<file path="config.mk">
export PLATFORM = sky130hd
export DESIGN_NAME = cln_key_loader
export DESIGN_NICKNAME = d
export VERILOG_FILES = /design/src/rtl/cln_key_pkg.sv /design/src/rtl/cln_key_shadow.sv /design/src/rtl/cln_key_loader.sv
export SDC_FILE = /design/constraint.sdc
export NUM_CORES = 1
export LEC_CHECK = 0
export ABC_CLOCK_PERIOD_IN_PS = 2200
export BUFFER_PORTS_ARGS = -buffer_cell sky130_fd_sc_hd__buf_2
export CORE_UTILIZATION = 57
export CTS_BUF_LIST = sky130_fd_sc_hd__clkbuf_16
export CTS_CLUSTER_SIZE = 24
export DETAILED_ROUTE_END_ITERATION = 12
export PLACE_DENSITY = 0.79
export SLEW_MARGIN = 20
export SYNTH_ARGS = -nofsm -noshare
export SYNTH_HDL_FRONTEND = slang
export SYNTH_SLANG_ARGS = --single-unit
</file>
<file path="constraint.sdc">
create_clock -name clk -period 2.2 [get_ports clk]
set_input_delay 0.22 -clock clk [delete_from_list [all_inputs] [get_ports clk]]
set_output_delay 0.22 -clock clk [all_outputs]
set_load 0.005 [all_outputs]
</file>
<file path="src/rtl/cln_key_pkg.sv">
// -----------------------------------------------------------------------------
// cln_key_pkg
// Shared definitions for the cln key loader:
//   - cln geometry (N, STAGES) and the stream beat width (WORD_W)
//   - derived key sizes: KB bits per K bus, KEY_W for the whole key,
//     BEATS stream beats per key, CNT_W bits for the beat counter
//   - loader FSM state encoding
//   - helper that detects the final beat index
// -----------------------------------------------------------------------------
package cln_key_pkg;

    localparam int N        = 16;
    localparam int STAGES   = 6;
    localparam int WORD_W   = 8;

    localparam int KB       = (N * STAGES) / 2;
    localparam int KEY_W    = 3 * KB;
    localparam int BEATS    = (KEY_W + WORD_W - 1) / WORD_W;
    localparam int CNT_W    = $clog2(BEATS);
    // Shadow storage is a whole number of beats; bits above KEY_W are pad.
    localparam int SHADOW_W = BEATS * WORD_W;

    typedef enum logic [1:0] {
        IDLE   = 2'd0,
        LOAD   = 2'd1,
        COMMIT = 2'd2
    } state_e;

    // True when the beat counter points at the last beat of a key.
    function automatic logic is_final_beat(input logic [CNT_W-1:0] cnt);
        return (cnt == CNT_W'(BEATS - 1));
    endfunction

endpackage

</file>
<file path="src/rtl/cln_key_shadow.sv">
// -----------------------------------------------------------------------------
// cln_key_shadow
// Shadow register that assembles a key one beat at a time before it is
// committed to the live K buses. Beat idx lands at bits [idx*WORD_W +: WORD_W]
// (LSB-first); pad bits above KEY_W are stored but never presented.
// Ports:
//   clk       in   clock, rising edge
//   rst_n     in   asynchronous active-low reset (clears the shadow)
//   we_i      in   write enable for one beat
//   idx_i     in   beat index to write
//   data_i    in   beat data
//   shadow_o  out  assembled key {k2,k1,k0}
// -----------------------------------------------------------------------------
module cln_key_shadow
    import cln_key_pkg::*;
(
    input  logic              clk,
    input  logic              rst_n,
    input  logic              we_i,
    input  logic [CNT_W-1:0]  idx_i,
    input  logic [WORD_W-1:0] data_i,
    output logic [KEY_W-1:0]  shadow_o
);

    logic [SHADOW_W-1:0] shadow_q;

    for (genvar b = 0; b < BEATS; b++) begin : g_beat
        // Per-beat slot: written only when its own index is addressed.
        always_ff @(posedge clk or negedge rst_n) begin
            if (!rst_n) begin
                shadow_q[b*WORD_W +: WORD_W] <= {WORD_W{1'b0}};
            end else if (we_i && (idx_i == CNT_W'(b))) begin
                shadow_q[b*WORD_W +: WORD_W] <= data_i;
            end
        end
    end

    assign shadow_o = shadow_q[KEY_W-1:0];

endmodule

</file>
<file path="src/rtl/cln_key_loader.sv">
// -----------------------------------------------------------------------------
// cln_key_loader
// Sequences key configuration for the cln permutation network. A key arrives
// as BEATS stream beats over valid/ready, is assembled in a shadow register,
// and is committed atomically to k0/k1/k2 in a single cycle. An optional lock
// blocks every further reload until reset.
// Ports:
//   clk, rst_n          clock and asynchronous active-low reset
//   start               request a load (honoured in IDLE only)
//   lock_req            captured with an accepted start; locks after commit
//   abort               cancels a load in progress
//   s_valid/s_ready     beat handshake; s_data beat, s_last final-beat marker
//   k0/k1/k2            live key buses to cln
//   key_valid           a key has been committed since reset
//   busy                FSM is not IDLE
//   locked              reloads are disabled
//   err                 sticky protocol error, cleared by an accepted start
// -----------------------------------------------------------------------------
module cln_key_loader
    import cln_key_pkg::*;
(
    input  logic              clk,
    input  logic              rst_n,
    input  logic              start,
    input  logic              lock_req,
    input  logic              abort,
    input  logic              s_valid,
    output logic              s_ready,
    input  logic [WORD_W-1:0] s_data,
    input  logic              s_last,
    output logic [KB-1:0]     k0,
    output logic [KB-1:0]     k1,
    output logic [KB-1:0]     k2,
    output logic              key_valid,
    output logic              busy,
    output logic              locked,
    output logic              err
);

    state_e              state_q;
    logic [CNT_W-1:0]    cnt_q;
    logic                lock_pend_q;
    logic                err_q;
    logic                locked_q;
    logic                key_valid_q;
    logic [KB-1:0]       k0_q;
    logic [KB-1:0]       k1_q;
    logic [KB-1:0]       k2_q;
    logic                beat_acc_s;
    logic [KEY_W-1:0]    shadow_s;

    // abort masks ready so a beat presented in the abort cycle is not consumed.
    assign s_ready    = (state_q == LOAD) & ~abort;
    assign beat_acc_s = s_valid & s_ready;

    cln_key_shadow u_shadow (
        .clk      (clk),
        .rst_n    (rst_n),
        .we_i     (beat_acc_s),
        .idx_i    (cnt_q),
        .data_i   (s_data),
        .shadow_o (shadow_s)
    );

    // Loader FSM, beat counter, error/lock flags and the live key registers.
    always_ff @(posedge clk or negedge rst_n) begin
        if (!rst_n) begin
            state_q     <= IDLE;
            cnt_q       <= {CNT_W{1'b0}};
            lock_pend_q <= 1'b0;
            err_q       <= 1'b0;
            locked_q    <= 1'b0;
            key_valid_q <= 1'b0;
            k0_q        <= {KB{1'b0}};
            k1_q        <= {KB{1'b0}};
            k2_q        <= {KB{1'b0}};
        end else begin
            case (state_q)
                IDLE: begin
                    if (start) begin
                        if (locked_q) begin
                            err_q <= 1'b1;
                        end else begin
                            state_q     <= LOAD;
                            cnt_q       <= {CNT_W{1'b0}};
                            err_q       <= 1'b0;
                            lock_pend_q <= lock_req;
                        end
                    end
                end
                LOAD: begin
                    if (abort) begin
                        state_q <= IDLE;
                    end else if (beat_acc_s) begin
                        cnt_q <= cnt_q + CNT_W'(1);
                        if (is_final_beat(cnt_q)) begin
                            if (s_last) begin
                                state_q <= COMMIT;
                            end else begin
                                err_q   <= 1'b1;
                                state_q <= IDLE;
                            end
                        end else if (s_last) begin
                            // Early s_last: the partial shadow is never committed.
                            err_q   <= 1'b1;
                            state_q <= IDLE;
                        end
                    end
                end
                COMMIT: begin
                    // The only place the live key changes: all three buses at once.
                    k0_q        <= shadow_s[0*KB +: KB];
                    k1_q        <= shadow_s[1*KB +: KB];
                    k2_q        <= shadow_s[2*KB +: KB];
                    key_valid_q <= 1'b1;
                    locked_q    <= lock_pend_q;
                    state_q     <= IDLE;
                end
                default: begin
                    state_q <= IDLE;
                end
            endcase
        end
    end

    assign k0        = k0_q;
    assign k1        = k1_q;
    assign k2        = k2_q;
    assign key_valid = key_valid_q;
    assign busy      = (state_q != IDLE);
    assign locked    = locked_q;
    assign err       = err_q;

endmodule
</file>
==> impl_results.md <==
* Core ar. at 19700 um2
* PD cells at 803 nW/um2
* Reg2reg setup slack at 140 ps
* Fill cells at 1284
* Final min period at 2060 ps
* Synthesized cell area at 11600 um2
* VDD IR-drop max at 0.000658 V
* Pre-CTS setup slack at 148 ps
* Clock root cell: clkbuf_16
* Drt pass-1 iters at 4
* Synth cell types at 32
* Setup violators final at 0
* CTS resizes at 0
* DPL Wire Length at 15.7 mm
* Yosys warns at 0
* Storage cell area at 7480 um2
* Routed length per instance at 20.8 um
* Setup WS post-layout at 136 ps
* Post-CTS Hold Fix Bufs at 3
* Ant. Diodes at 0
* Max Cap Violations at 0
* Worst min-delay path startpoint: s_valid
* Gate Count Post-Synth at 684
* CP Data Required Time at 2620 ps
* WL final at 24.2 mm
* Startpoint types: flip-flop
* Post-synth ARST share at 1.00
* Synth area leaders: dfrtp_1 65%, mux2_2 28%, nor4_4 1.7%
* Gr usage total at 0.243
* Reg2Reg Launch Point: cnt_q[0]
* Largest net degree at the start of global routing at 73
* Synth Net Count at 704
* Class of the worst hold path: in2reg
* Via count at 6398
* Htree depth at 1
* Number of clock sinks at 299
* Drt drc at 0
* Setup Skew at 17.4 ps
* Share of the synthesized area in the top cell type at 0.646
* Crit path max fanout at 8
* Most used DFF post-synth: dfrtp_1
* Outcome: finished, final reports clean
* 1st-iter DRT viols at 214
* RSZ-0062 raised after global routing: false
* CTS Buffer Depth at 3
* Vias per Instance at 5.49
* Row count at 51
* Grt ovf at 0
* Share of cells above drive strength 1 at 0.609
* Final Wtd Congestion at 0.856
* Sum of negative setup slack at 0 ps
* Seq/Total Area, Yosys at 0.646
* Number of synthesized flops with an enable pin at 0
* CP arrival at 2480 ps
* Synth-to-Final Area Change at 19.8%
* Num CTS Buffers at 30
* Final Cycle Share at 0.938
* Most frequent cell after synthesis: dfrtp_1
* Slew Viols, Final at 0
* Worst hold slack at 39.6 ps
* Clock latency on the worst-skew pair at 550 ps
* Starting density of the core at 0.587
* Fin. Hold Viols at 0
* Top Ports at 164
* Die Y-Extent at 145 um
* Vias in the first global route at 6883
* Final #Nets at 897
* FF+latch count, synth at 299
* Top cells by count, synth: 299 x dfrtp_1, 291 x mux2_2, 18 x buf_2
* Worst-margin pin slew at 601 ps
* IO buf count at 163
* Top cell type by total area after synthesis: dfrtp_1
* Worst setup path end: u_shadow.shadow_o[34]
* TritonCTS clock tree: done
* ANT nets after route at 0
* Mean post-synth cell area at 16.9 um2
* Initial antenna violation count at 0
* Leakage at 0.00752 uW
* Global-route wire length before repair at 38.2 mm
* Worst R2R Path Depth at 5
* Multi-input gate area at 3920 um2
* Slew HR at 0.596
* # Post-CTS Setup Buffers at 0
* Reg-to-Reg End: u_shadow.shadow_o[34]
* Chip width at 145 um
* Total die area at 20900 um2
* Critical path class: reg2reg
* Crit. Startpoint: cnt_q[0]
* Worst-path clk slew at 60 ps
* Critical path endpoint category: flip-flop
* Peak Freq at 0.485 GHz
==> power by group <==
part           switching [uW]  internal, uW
clock                    2030          2710
combinational             325           237
sequential                125          5720
total                    2480          8670
==> how the worst min path moves through the flow <==
stage | slack [ps] | end | cells past startpoint
6_report | 40 | state_q[0] | 3
3_5_place_dp | 230 | k2[21] | 1
3_3_place_gp | 220 | k2[18] | 1
2_1_floorplan | -80 | cnt_q[0] | 0
5_1_grt | 40 | state_q[0] | 3
4_1_cts | 30 | state_q[0] | 3
==> stage by stage <==
stage                      util  area (um2)  power [uW]  cells
final                     0.704       13900       11100   1166
after global routing      0.704       13900       11600   1166
after CTS                 0.704       13900       11200   1166
after detailed placement  0.655       12900        6510   1107
after global placement    0.655       12900        6450   1107
after floorplan               -       11600        6200    684
==> worst max-delay path, cell delays in order, from the launching register on <==
cell,delay [ps]
dfrtp_1,440
inv_1,130
ha_1,180
nand2b_1,210
nor4b_4,570
mux2_2,410
==> flip-flops by register name, summed over array words and instances, names as in the netlist <==
name               cells
lock_pend_q            1
key_valid              1
k1                    48
u_shadow.shadow_o    144
locked                 1
k2                    48
cnt_q                  5
err                    1
state_q                2
k0                    48
==> final cells by class <==
class / count / area share
repair buffers: 194 / 0.0858
clock buffers: 30 / 0.0541
multi-input cells: 347 / 0.283
flip-flops and latches: 299 / 0.539
clock inverters: 26 / 0.0131
inverters: 5 / 0.00135
well taps: 265 / 0.0239
==> cell families after synthesis <==
logic type	Yosys count	synth area share
xor gates and xnor gates	1	0.000756
buffers and inverters	38	0.0159
and+or+nand+nor	41	0.0429
DFF	299	0.646
AOI/OAI and AO/OA	8	0.00508
muxes	292	0.284
adders and majority gates	5	0.00540
==> cells in the final DEF, fill, tap and decap left out, drive strengths merged <==
cell	synthesis	routed
o2bb2ai	1	1
mux2i	1	1
nor4b	5	5
a22o	2	2
nand4bb	1	1
a211o	1	1
bufinv	0	2
nand2b	5	5
inv	5	10
xnor2	1	1
dfrtp	299	299
o21ai	2	2
nor2	2	2
clkinv	0	19
a21o	1	1
nand2	4	4
ha	5	5
nand3	1	1
mux2	291	291
nor3b	1	1
and4bb	2	2
clkbuf	5	30
buf	28	191
nor4	9	9
nand3b	1	1
nor3	6	6
dlygate4sd3	0	3
or2	1	1
and3	3	3
o22ai	1	1
==> routing by layer <==
metal / vias up / global-route usage / share of wire / routed length, um
met5: - / 0 / 0 / 0
met4: 0 / 0.0482 / 0.011 / 274
met3: 24 / 0.0457 / 0.049 / 1190
met2: 160 / 0.413 / 0.51 / 12300
met1: 3375 / 0.327 / 0.43 / 10500
li1: 2839 / - / - / -
Power figures use the tool's default switching activity.
